==> config.mk <==
export PLATFORM = sky130hd
export DESIGN_NAME = dot_sched
export DESIGN_NICKNAME = d
export VERILOG_FILES = /design/src/rtl/dot_sched.sv
export SDC_FILE = /design/constraint.sdc
export NUM_CORES = 1
export LEC_CHECK = 0
export ABC_AREA = 1
export BUFFER_PORTS_ARGS = -buffer_cell sky130_fd_sc_hd__buf_2
export CAP_MARGIN = 20
export CORE_MARGIN = 2
export CORE_UTILIZATION = 45
export DETAILED_ROUTE_END_ITERATION = 16
export PLACE_DENSITY_LB_ADDON = 0.25
export SYNTH_ARGS = -nofsm -noshare
export SYNTH_HDL_FRONTEND = slang
export SYNTH_SLANG_ARGS = --single-unit
==> constraint.sdc <==
create_clock -name clk -period 3.6 [get_ports clk]
set_clock_uncertainty 0.1 [all_clocks]
set_input_delay 0.36 -clock clk [delete_from_list [all_inputs] [get_ports clk]]
set_output_delay 0.36 -clock clk [all_outputs]
set_load 0.1 [all_outputs]
==> src/rtl/dot_sched.sv <==
// dot_sched: streams matrix rows through a shared dot-product datapath and buffers results in order
module dot_sched #(
  parameter int VSIZE      = 4,
  parameter int LAT        = 8,
  parameter int ROW_AW     = 8,
  parameter int FIFO_DEPTH = 16
) (
  input  logic                  clk,
  input  logic                  rst_n,
  input  logic                  start,
  input  logic [ROW_AW-1:0]     num_rows,
  input  logic                  vec_load,
  input  logic [VSIZE*32-1:0]   vec_in,
  output logic                  busy,
  output logic                  done,
  output logic                  mem_rd_en,
  output logic [ROW_AW-1:0]     mem_addr,
  input  logic [VSIZE*32-1:0]   mem_rdata,
  output logic                  dp_en,
  output logic [VSIZE*32-1:0]   dp_in1,
  output logic [VSIZE*32-1:0]   dp_in2,
  input  logic [31:0]           dp_result,
  output logic                  res_valid,
  input  logic                  res_ready,
  output logic [31:0]           res_data,
  output logic [ROW_AW-1:0]     res_idx
);
  localparam int PW = $clog2(FIFO_DEPTH);
  localparam int CW = PW + 1;
  localparam logic [CW:0] FD = (CW+1)'(FIFO_DEPTH);
  typedef enum logic [1:0] {IDLE, ISSUE, DRAIN, FIN} state_t;
  state_t                   state_q, state_d;
  logic [ROW_AW-1:0]        addr_q, addr_d, left_q, left_d;
  logic [VSIZE*32-1:0]      op_q, op_d;
  logic                     done_q, done_d;
  logic [CW-1:0]            infl_q, infl_d, cnt_q, cnt_d;
  logic [PW-1:0]            wp_q, wp_d, rp_q, rp_d;
  logic [LAT:0]             tv_q, tv_d;
  logic [LAT:0][ROW_AW-1:0] ti_q, ti_d;
  logic [31:0]              fifo_data [FIFO_DEPTH];
  logic [ROW_AW-1:0]        fifo_idx [FIFO_DEPTH];
  logic                     rd, push, pop, empty, full;
  logic [CW:0]              used;
  // Credit: never have more reads outstanding than the FIFO can absorb, counting queued results
  always_comb begin
    used  = {1'b0, infl_q} + {1'b0, cnt_q};
    rd    = (state_q == ISSUE) && (used < FD);
    push  = tv_q[LAT];
    empty = cnt_q == '0;
    full  = cnt_q == CW'(FIFO_DEPTH);
    pop   = !empty && res_ready;
  end
  // Job sequencing: address/row counters advance once per issued read
  always_comb begin
    state_d = state_q;
    addr_d  = addr_q;
    left_d  = left_q;
    case (state_q)
      IDLE: if (start) begin
        state_d = (num_rows == '0) ? FIN : ISSUE;
        addr_d  = '0;
        left_d  = num_rows;
      end
      ISSUE: if (rd) begin
        addr_d  = addr_q + ROW_AW'(1);
        left_d  = left_q - ROW_AW'(1);
        state_d = (left_q == ROW_AW'(1)) ? DRAIN : ISSUE;
      end
      DRAIN: state_d = (infl_q == '0 && empty) ? FIN : DRAIN;
      FIN: state_d = IDLE;
      default: state_d = IDLE;
    endcase
  end
  // Operand latch, tag pipe shift, occupancy counters and FIFO pointers
  always_comb begin
    done_d = state_q == FIN;
    op_d   = (state_q == IDLE && vec_load) ? vec_in : op_q;
    tv_d   = {tv_q[LAT-1:0], rd};
    ti_d   = {ti_q[LAT-1:0], addr_q};
    infl_d = infl_q + CW'(rd) - CW'(push);
    cnt_d  = cnt_q + CW'(push) - CW'(pop);
    wp_d   = wp_q + PW'(push);
    rp_d   = rp_q + PW'(pop);
  end
  // State registers; reset abandons every in-flight row
  always_ff @(posedge clk or negedge rst_n) begin
    if (!rst_n) begin
      state_q <= IDLE;
      addr_q  <= '0;
      left_q  <= '0;
      op_q    <= '0;
      done_q  <= 1'b0;
      infl_q  <= '0;
      cnt_q   <= '0;
      wp_q    <= '0;
      rp_q    <= '0;
      tv_q    <= '0;
      ti_q    <= '0;
    end else begin
      state_q <= state_d;
      addr_q  <= addr_d;
      left_q  <= left_d;
      op_q    <= op_d;
      done_q  <= done_d;
      infl_q  <= infl_d;
      cnt_q   <= cnt_d;
      wp_q    <= wp_d;
      rp_q    <= rp_d;
      tv_q    <= tv_d;
      ti_q    <= ti_d;
    end
  end
  // Result storage; contents are only visible through a valid head so no reset is needed
  always_ff @(posedge clk) begin
    if (push) begin
      fifo_data[wp_q] <= dp_result;
      fifo_idx[wp_q]  <= ti_q[LAT];
    end
  end
  assign busy      = state_q != IDLE;
  assign done      = done_q;
  assign mem_rd_en = rd;
  assign mem_addr  = addr_q;
  assign dp_en     = tv_q[0];
  assign dp_in1    = tv_q[0] ? mem_rdata : '0;
  assign dp_in2    = op_q;
  assign res_valid = !empty;
  assign res_data  = empty ? '0 : fifo_data[rp_q];
  assign res_idx   = empty ? '0 : fifo_idx[rp_q];
  a_no_overflow: assert property (@(posedge clk) disable iff (!rst_n) !(push && full && !pop));
  a_no_underflow: assert property (@(posedge clk) disable iff (!rst_n) !(push && infl_q == '0));
endmodule

* Word-level counts from Yosys, hierarchy flattened *
Memory sizes are Yosys's and may differ from the RTL's.
Cells that the tools add are included.

storage, ports and cells
  flip-flop bits (word level) = 246
  bits in writable memories = 640
  bits of input ports = 301
  logic and storage cells = 67
  memories kept = 2

memory list
  memory     depth  width  read ports  clocked after memory_dff  write ports  RTL line  text
  fifo_data  16     32     1           0                         1            40        logic [31:0] fifo_data [FIFO_DEPTH];
  fifo_idx   16     8      1           0                         1            41        logic [ROW_AW-1:0] fifo_idx [FIFO_DEPTH];

cells by class
  $add $sub $neg = 9
  order comparisons = 1
  equal/unequal tests = 6
  multiplexer cells = 17
  reduce and logical (&&, ||, !) cells = 13

operators by type and width
  kind                 count
  $mux 128             1
  $mux 8               5
  $mux 32              1
  $pmux 8 s2           2
  $add 5x1->5          2
  $logic_not 5->1      2
  $sub 5x1->5          2
  $add 4x1->4          2
  $add 8x1->8 const B  1
  $eq 8x1->1 const B   1
  $logic_not 8->1      1
  $mux 2               4
  $pmux 2 s4           1
  $sub 8x1->8 const B  1
  $add 5x5->6          1
  $lt 6x5->1 const B   1
  $eq 2x2->1 const B   2
  $logic_and 1x1->1    4
  $ne 2x2->1 const B   2
  $reduce_bool 2->1    2
  $mux 1               3
  $reduce_and 3->1     1
  $eq 2x1->1 const B   1
  $logic_not 2->1      1
  2 further kinds      2

* Longest topological paths before layout *
Gate-level depths: netlist of run 1.

  depth in word-level cells = 5
  depth in mapped cells = 14
  depth with buffers taken out = 14

* Worst setup path after synthesis of run 1 *
OpenSTA, ideal clock, no wires.

  kind = reg2reg
  start point = register state_q[1]
  end point = register infl_q[4]
  library setup time = 0.126 ns
  data arrival time = 3.327 ns
  data required time = 3.374 ns
  slack = 0.047 ns
  stages on the path, launching flop included = 11
  path through = dfrtp_1 -> nor2_2 -> inv_1 -> clkbuf_1 -> nor2_1 -> ha_1 -> fa_1 -> a21oi_1 -> nor2_1 -> nor2_1 -> xor2_1

on the way
  word-level cells in the longest chain between the ends = 4

RTL lines
  item                    RTL line  text
  from (decl)             32        state_t state_q, state_d;
  from (signal assigned)  100       state_q <= state_d;
  $eq 2x1->1              47        rd = (state_q == ISSUE) && (used < FD);
  $logic_and 1x1->1       47
  net mem_rd_en           16        output logic mem_rd_en,
  $add 5x1->5             80        infl_d = infl_q + CW'(rd) - CW'(push);
  $sub 5x1->5             80
  net infl_d[4]           36        logic [CW-1:0] infl_q, infl_d, cnt_q, cnt_d;
  to (signal assigned)    105       infl_q <= infl_d;
  to (decl)               36

The timed path passes the listed nets, and every way through them passes these cells.
A chain may end at the register's enable or synchronous reset.

* Worst setup path in the final report of run 1 *
  start point = register rp_q[0]
  end point = output res_data[21]

on the way
  word-level cells in the longest chain between the ends = 2

RTL lines
  item                    RTL line  text
  from (decl)             37        logic [PW-1:0] wp_q, wp_d, rp_q, rp_d;
  from (signal assigned)  108       rp_q <= rp_d;
  $mem_v2 16x32           -
  $mux 32                 128       assign res_data = empty ? '0 : fifo_data[rp_q];
  to (decl)               25        output logic [31:0] res_data,

No other way between the ends.

==> results.cfg, run 1 <==
[finish]
fill_cells = 6322
finalNetCount = 3857
layout.cells.non_filler = 4656
post_route_cells_drive_above_1_share = 0.264
layout.area.seq_mm2 = 0.0254
multi_input_combinational_cell_area_mm2 = 0.00855
finalCoreUtilization = 0.577
layout_stage_area_growth_over_the_synthesis_result_pct = 26.8

[route]
first_pass_iters = 5
num_vias = 25100
route.final.wire_length_um = 119000
drt_first_iter_violations = 2268
drt-wirelength-per-cell_um = 25.5
final_antenna_net_count = 0
detail_route.drc_violations = 0
detail_route.vias_per_cell = 5.39

[floorplan]
core_region_area_mm2 = 0.0775
die-height_um = 284
floorplan.initialDensity = 0.455
ios = 610
dieArea_mm2 = 0.0806
die-width_um = 284
row_count = 102

[clock_network]
cts_buffer_depth = 3
clkSinkCount = 886
cts_buffers = 88
htreeDepth = 3
clk_pin_slew_worst_paths_ps = 60
worstSkewPairLatency_ps = 630
cts_setup_buffers = 0
clock-root-buffer = sky130_fd_sc_hd__clkbuf_16
tritoncts = yes

[setup_path]
reg2reg_setup_slack_ps = 770
timing.critical_path.to = res_data[21]
crit_type = reg -> out
critical_path.startpoint_type = flip-flop
worstPathMaxFanout = 134
endpoint_arrival_time_on_the_critical_path_ps = 2930
worst_ep_required_time_ps = 3140
timing.rr.start = state_q[1]
critical_path.endpoint_type = primary output
crit_path_start = rp_q[0]
r2r.worst_path.cells = 9
worst_reg2reg_endpoint = infl_q[4]

[timing]
slew_violations = 0
final_period_minus_worst_setup_slack_ps = 3390
setup-violations-final = 0
total_neg_setup_slack_ps = 0
fin_crit_sh = 0.941
final_hold_viols = 0
grt_setup_unrepaired = false
peak_clock_frequency_supported_by_timing_mhz = 295
maxSlewHeadroom = 0.400
setup_ws_ps = 214
tightest_slew_ps = 900

[logic_synthesis]
synth_compound_gate_area_share = 0.0869
synth_area_leaders = sky130_fd_sc_hd__edfxtp_1 (55%), sky130_fd_sc_hd__dfrtp_1 (17%), sky130_fd_sc_hd__nor2_1 (5.6%)
synth_mux_area_frac = 0.0409
syn_area_per_cell_um2 = 12.6
synth_cell_type_count = 30
synthesis.nets = 3131
main_combinational_cell_family_by_area_after_synthesis = simple AND/OR/NAND/NOR gates
yosys.area_share.adder = 0.00930
yosys_register_bits = 886
post_synth_instance_area_mm2 = 0.0352
synth.yosys.seq_area_share = 0.720
post_synth_and_or_nand_nor_area_fraction = 0.0983
synth.top_cell.area_share = 0.545
post-synth-top-area-cell = sky130_fd_sc_hd__edfxtp_1
yosys_warnings = 0
synthXorXnorAreaFrac = 0.00323
synthCells = 2805

[job]
max_cap_viol_count = 0

[global_routing]
antenna_found_initial = 38
number_of_global_route_vias_before_repair = 24500
grt_max_degree = 135
groute.usage.overall = 0.291
global_route.overflow_total = 0
grt_first_pass_wirelength_um = 170000

[worst_hold_path]
timing.hold.worst.class = in -> reg

[placement]
place_ws_ps = 814
dpl.hpwl_um = 77100
port-buffer-count = 609
number_of_placed_cells_counting_well_taps = 4334
place_congestion = 0.945

[pwr]
power.static_leakage_nw = 18.9
vdd_ir_max_mv = 1.02
powerDensity_mw_per_mm2 = 1020

[run_status]
outcome = finished clean
## synthesized netlist by cell type
cell	instances
sky130_fd_sc_hd__nor4_1	2
sky130_fd_sc_hd__dfrtp_1	246
sky130_fd_sc_hd__ha_1	23
sky130_fd_sc_hd__clkinv_1	1
sky130_fd_sc_hd__nor2_2	1
sky130_fd_sc_hd__mux2_2	128
sky130_fd_sc_hd__o21ai_0	237
sky130_fd_sc_hd__inv_2	2
sky130_fd_sc_hd__fa_1	2
sky130_fd_sc_hd__xor2_1	11
sky130_fd_sc_hd__buf_4	21
sky130_fd_sc_hd__xnor2_1	2
sky130_fd_sc_hd__o211ai_1	160
sky130_fd_sc_hd__nand2_1	217
sky130_fd_sc_hd__a21oi_1	45
sky130_fd_sc_hd__buf_1	10
sky130_fd_sc_hd__nor4_2	1
sky130_fd_sc_hd__o21ai_1	90
sky130_fd_sc_hd__inv_1	172
sky130_fd_sc_hd__nand4_1	17
sky130_fd_sc_hd__clkbuf_1	108
sky130_fd_sc_hd__nand3_1	100
sky130_fd_sc_hd__nor2_1	525
sky130_fd_sc_hd__nand3_2	1
sky130_fd_sc_hd__edfxtp_1	640
sky130_fd_sc_hd__buf_2	37
sky130_fd_sc_hd__buf_6	1
sky130_fd_sc_hd__nor3_1	2
sky130_fd_sc_hd__nor3b_1	2
sky130_fd_sc_hd__or2_1	1
## logic make-up after synthesis
group,Yosys count
flip-flops,886
AND/OR/NAND/NOR,869
AO/OA/AOI/OAI,532
buffers and inverters,352
multiplexers,128
adder cells (fa/ha/maj),25
XOR/XNOR,13
## critical path: stages (launching register included)
cell,delay (ps)
sky130_fd_sc_hd__dfrtp_4,590
sky130_fd_sc_hd__buf_16,440
sky130_fd_sc_hd__o21ai_0,200
sky130_fd_sc_hd__o211ai_1,250
sky130_fd_sc_hd__nand3_1,140
sky130_fd_sc_hd__a21oi_1,350
sky130_fd_sc_hd__buf_12,230
## state kept, by name (all words and copies together), names as in the netlist, 4 cells and up
register and count:
infl_q 5, fifo_idx 128, cnt_q 5, wp_q 4, dp_in2 128, rp_q 4
tv_q 9, fifo_data 512, mem_addr 8, left_q 8, ti_q 8, ti_d 64
## routing by layer
| layer | vias to the layer above | GRT usage | routed length [um] |
|---|---|---|---|
| met2 | 1180 | 0.448 | 54000 |
| met4 | 18 | 0.137 | 6140 |
| met5 | - | 0 | 117 |
| met1 | 12400 | 0.387 | 47900 |
| met3 | 253 | 0.0764 | 10700 |
| li1 | 11300 | - | - |
## power breakdown
group | leakage, nW | total, W | internal (W) | switching (W)
combinational | 8.49 | 0.0232 | 0.00578 | 0.0174
sequential | 9.01 | 0.0135 | 0.0125 | 0.000944
clock | 1.42 | 0.00912 | 0.00531 | 0.00381
## timing repair
item / CTS / global route
setup endpoints to repair: 0 / 1
gates resized for setup: 0 / 1
hold endpoints to repair: 673 / 0
hold buffers: 147 / 0
## how the worst min path moves through the flow
stage / cells after the start / slack (ps) / to / from
3_5_place_dp: 0 / 230 / ti_d[16] / ti_d[8]
5_1_grt: 2 / 20 / dp_in2[3] / vec_in[3]
4_1_cts: 2 / 5 / dp_in2[3] / vec_in[3]
6_report: 5 / 60 / left_q[4] / num_rows[4]
2_1_floorplan: 0 / -40 / cnt_q[0] / rst_n
3_3_place_gp: 0 / 230 / ti_d[59] / ti_d[51]
## per-stage QoR
| stage | total power [W] | hold slack [ps] | area [um^2] |
|---|---|---|---|
| after floorplan | 0.0299 | -35.6 | 35200 |
| after global placement | 0.0365 | 231 | 40300 |
| after detailed placement | 0.0367 | 235 | 40300 |
| after CTS | 0.0460 | 5.06 | 44700 |
| after global routing | 0.0476 | 15.4 | 44700 |
| final | 0.0458 | 55.8 | 44700 |
## cell usage in the layout, fill, tap and decap left out, drive strengths merged, types with 3 or more instances in the layout
cell type,n
dlygate4sd3,147
inv,176
bufinv,5
nor2,526
clkinv,27
nand2,217
buf,666
clkbuf,128
dfrtp,246
xor2,11
nand3,101
mux2,128
edfxtp,640
ha,23
o21ai,327
diode,14
nor4,3
nand4,17
a21oi,45
o211ai,160
## cell type report
cell class	instances	area share
clock buffer	128	0.0574
timing repair buffer	813	0.131
multi-input combinational	1567	0.191
clock inverter	33	0.00733
inverter	175	0.0149
sequential	886	0.568
tap	1040	0.0291
antenna	14	0.000784
(Power assumes the default switching activity.)
==> inputs of run 2 (changes only) <==
--- a/config.mk
+++ b/config.mk
@@ -12,6 +12,7 @@
 export CORE_UTILIZATION = 45
 export DETAILED_ROUTE_END_ITERATION = 16
 export PLACE_DENSITY_LB_ADDON = 0.25
+export REMOVE_ABC_BUFFERS = 1
 export SYNTH_ARGS = -nofsm -noshare
 export SYNTH_HDL_FRONTEND = slang
 export SYNTH_SLANG_ARGS = --single-unit
==> results.cfg, run 2 (synthesis results as in run 1) <==
[worst_hold_path]
timing.hold.worst.class = in -> reg
min_from = vec_in[78]
min_delay_path_depth = 2
timing.hold.worst_endpoint = dp_in2[78]

[finish]
number_of_flip_flops_under_the_largest_register_name = 512
largest-register = fifo_data
layout_stage_area_growth_over_the_synthesis_result_pct = 27.9
post_route_cells_drive_above_1_share = 0.261
finalNetCount = 3880
finalCoreUtilization = 0.582
fill_cells = 6375
stdcell_area_mm2 = 0.0451
mostFrequentLayoutCell = sky130_fd_sc_hd__edfxtp_1
commonest_cells_after_routing_fill_and_taps_aside = sky130_fd_sc_hd__edfxtp_1 (640), sky130_fd_sc_hd__buf_2 (568), sky130_fd_sc_hd__nor2_1 (509)

[pwr]
total_power_w = 0.0463
powerDensity_mw_per_mm2 = 1030
vdd_ir_max_mv = 1.03
power.static_leakage_nw = 19.0

[timing]
peak_clock_frequency_supported_by_timing_mhz = 290
slew_violations = 0
final_period_minus_worst_setup_slack_ps = 3450
total_neg_setup_slack_ps = 0
final_hold_viols = 0
grt_setup_unrepaired = false
hold_slack_ps = 46.8
maxSlewHeadroom = 0.403
setup-violations-final = 0
tightest_slew_ps = 896
fin_crit_sh = 0.959

[clock_network]
clkSinkCount = 886
tritoncts = yes
worstSkewPairLatency_ps = 640
clk_pin_slew_worst_paths_ps = 60
htreeDepth = 3
cts_buffer_depth = 3
cts_buffers = 93
clock-root-buffer = sky130_fd_sc_hd__clkbuf_16

[route]
detail_route.drc_violations = 0
detail_route.vias_per_cell = 5.41
num_vias = 25600
route.final.wire_length_um = 128000
drt-wirelength-per-cell_um = 27.1
first_pass_iters = 6
drt_first_iter_violations = 2466
final_antenna_net_count = 0

[setup_path]
cpPeakStageDelay_ps = 650
cpMaxStageDelayCell = sky130_fd_sc_hd__dfrtp_4
timing.rr.start = state_q[1]
critical_path.n_buffers_inverters = 2
critical_path.endpoint_type = primary output
endpoint_arrival_time_on_the_critical_path_ps = 2990
critical_path.startpoint_type = flip-flop
crit_type = reg -> out
worstPathMaxFanout = 121
worst_ep_required_time_ps = 3140
reg2reg_setup_slack_ps = 730
dominant_delay_contributor_by_cell_family_on_the_critical_path = compound AO/OA/AOI/OAI gates
worst_reg2reg_endpoint = infl_q[4]
r2r.worst_path.cells = 9
critical_path.cell_chain = buf_16 -> o21ai_0 -> o211ai_1 -> nand3_1 -> a21oi_1 -> buf_12

[floorplan]
floorplan.initialDensity = 0.455
row_count = 102
die-width_um = 284
die-height_um = 284
dieArea_mm2 = 0.0806
ios = 610
core_region_area_mm2 = 0.0775

[global_routing]
grt_max_degree = 122
groute.layer.met1.usage = 0.374
number_of_global_route_vias_before_repair = 24700
busiest_layer = met2
grt_first_pass_wirelength_um = 181000
global_route.overflow_total = 0
groute.usage.overall = 0.313
grtUsageMet3 = 0.0781
antenna_found_initial = 78
grtUsageMet2 = 0.510

[placement]
dpl_cell_area_mm2 = 0.0402
dpl.hpwl_um = 84900
place_congestion = 1.13
port-buffer-count = 609

[run_status]
outcome = finished clean

[job]
max_cap_viol_count = 0
## run 2: through the flow
stage | setup slack, ps | instances
floorplan | -7430 | 2628
global route | 6.24 | 4710
detailed placement | 754 | 4331
CTS | 46.6 | 4674
finish | 146 | 4720
global placement | 746 | 4331
## run 2: timing repair
item	CTS	global route
resized for setup	0	5
setup endpoints to repair	0	7
buffers inserted	0	0
hold buffers	168	0
hold endpoints to repair	718	0
## run 2: layer usage
metal | share of wire | routed length (um) | up-vias
met5 | 0.00077 | 99 | -
met4 | 0.067 | 8590 | 16
met3 | 0.081 | 10300 | 349
met2 | 0.48 | 61400 | 1205
met1 | 0.37 | 47400 | 12600
li1 | - | - | 11400
## run 2: cell type report
| class | count | area (um^2) | share of cell area |
|---|---|---|---|
| Clock buffer | 125 | 2510 | 0.0556 |
| Inverter | 175 | 669 | 0.0148 |
| Clock inverter | 50 | 512 | 0.0114 |
| Multi-Input combinational cell | 1567 | 8550 | 0.190 |
| Sequential cell | 886 | 25400 | 0.563 |
| Timing Repair Buffer | 831 | 6040 | 0.134 |
| Antenna cell | 46 | 115 | 0.00255 |
| Tap cell | 1040 | 1300 | 0.0289 |
## run 2: power by group
group | total [W] | switching (W) | internal, W
Combinational | 0.0233 | 0.0176 | 0.00569
Clock | 0.00956 | 0.00407 | 0.00549
Sequential | 0.0135 | 0.000940 | 0.0125
## run 2: worst max-delay path by stage
stage / depth (start not counted) / startpoint / slack (ps) / end
2_1_floorplan: 5 / rp_q[0] / -7430 / res_data[0]
3_3_place_gp: 7 / rp_q[0] / 750 / res_data[20]
3_5_place_dp: 8 / rp_q[0] / 750 / res_idx[1]
4_1_cts: 8 / rp_q[0] / 50 / res_data[20]
5_1_grt: 6 / rp_q[1] / 6 / res_idx[1]
6_report: 6 / rp_q[1] / 150 / res_idx[4]
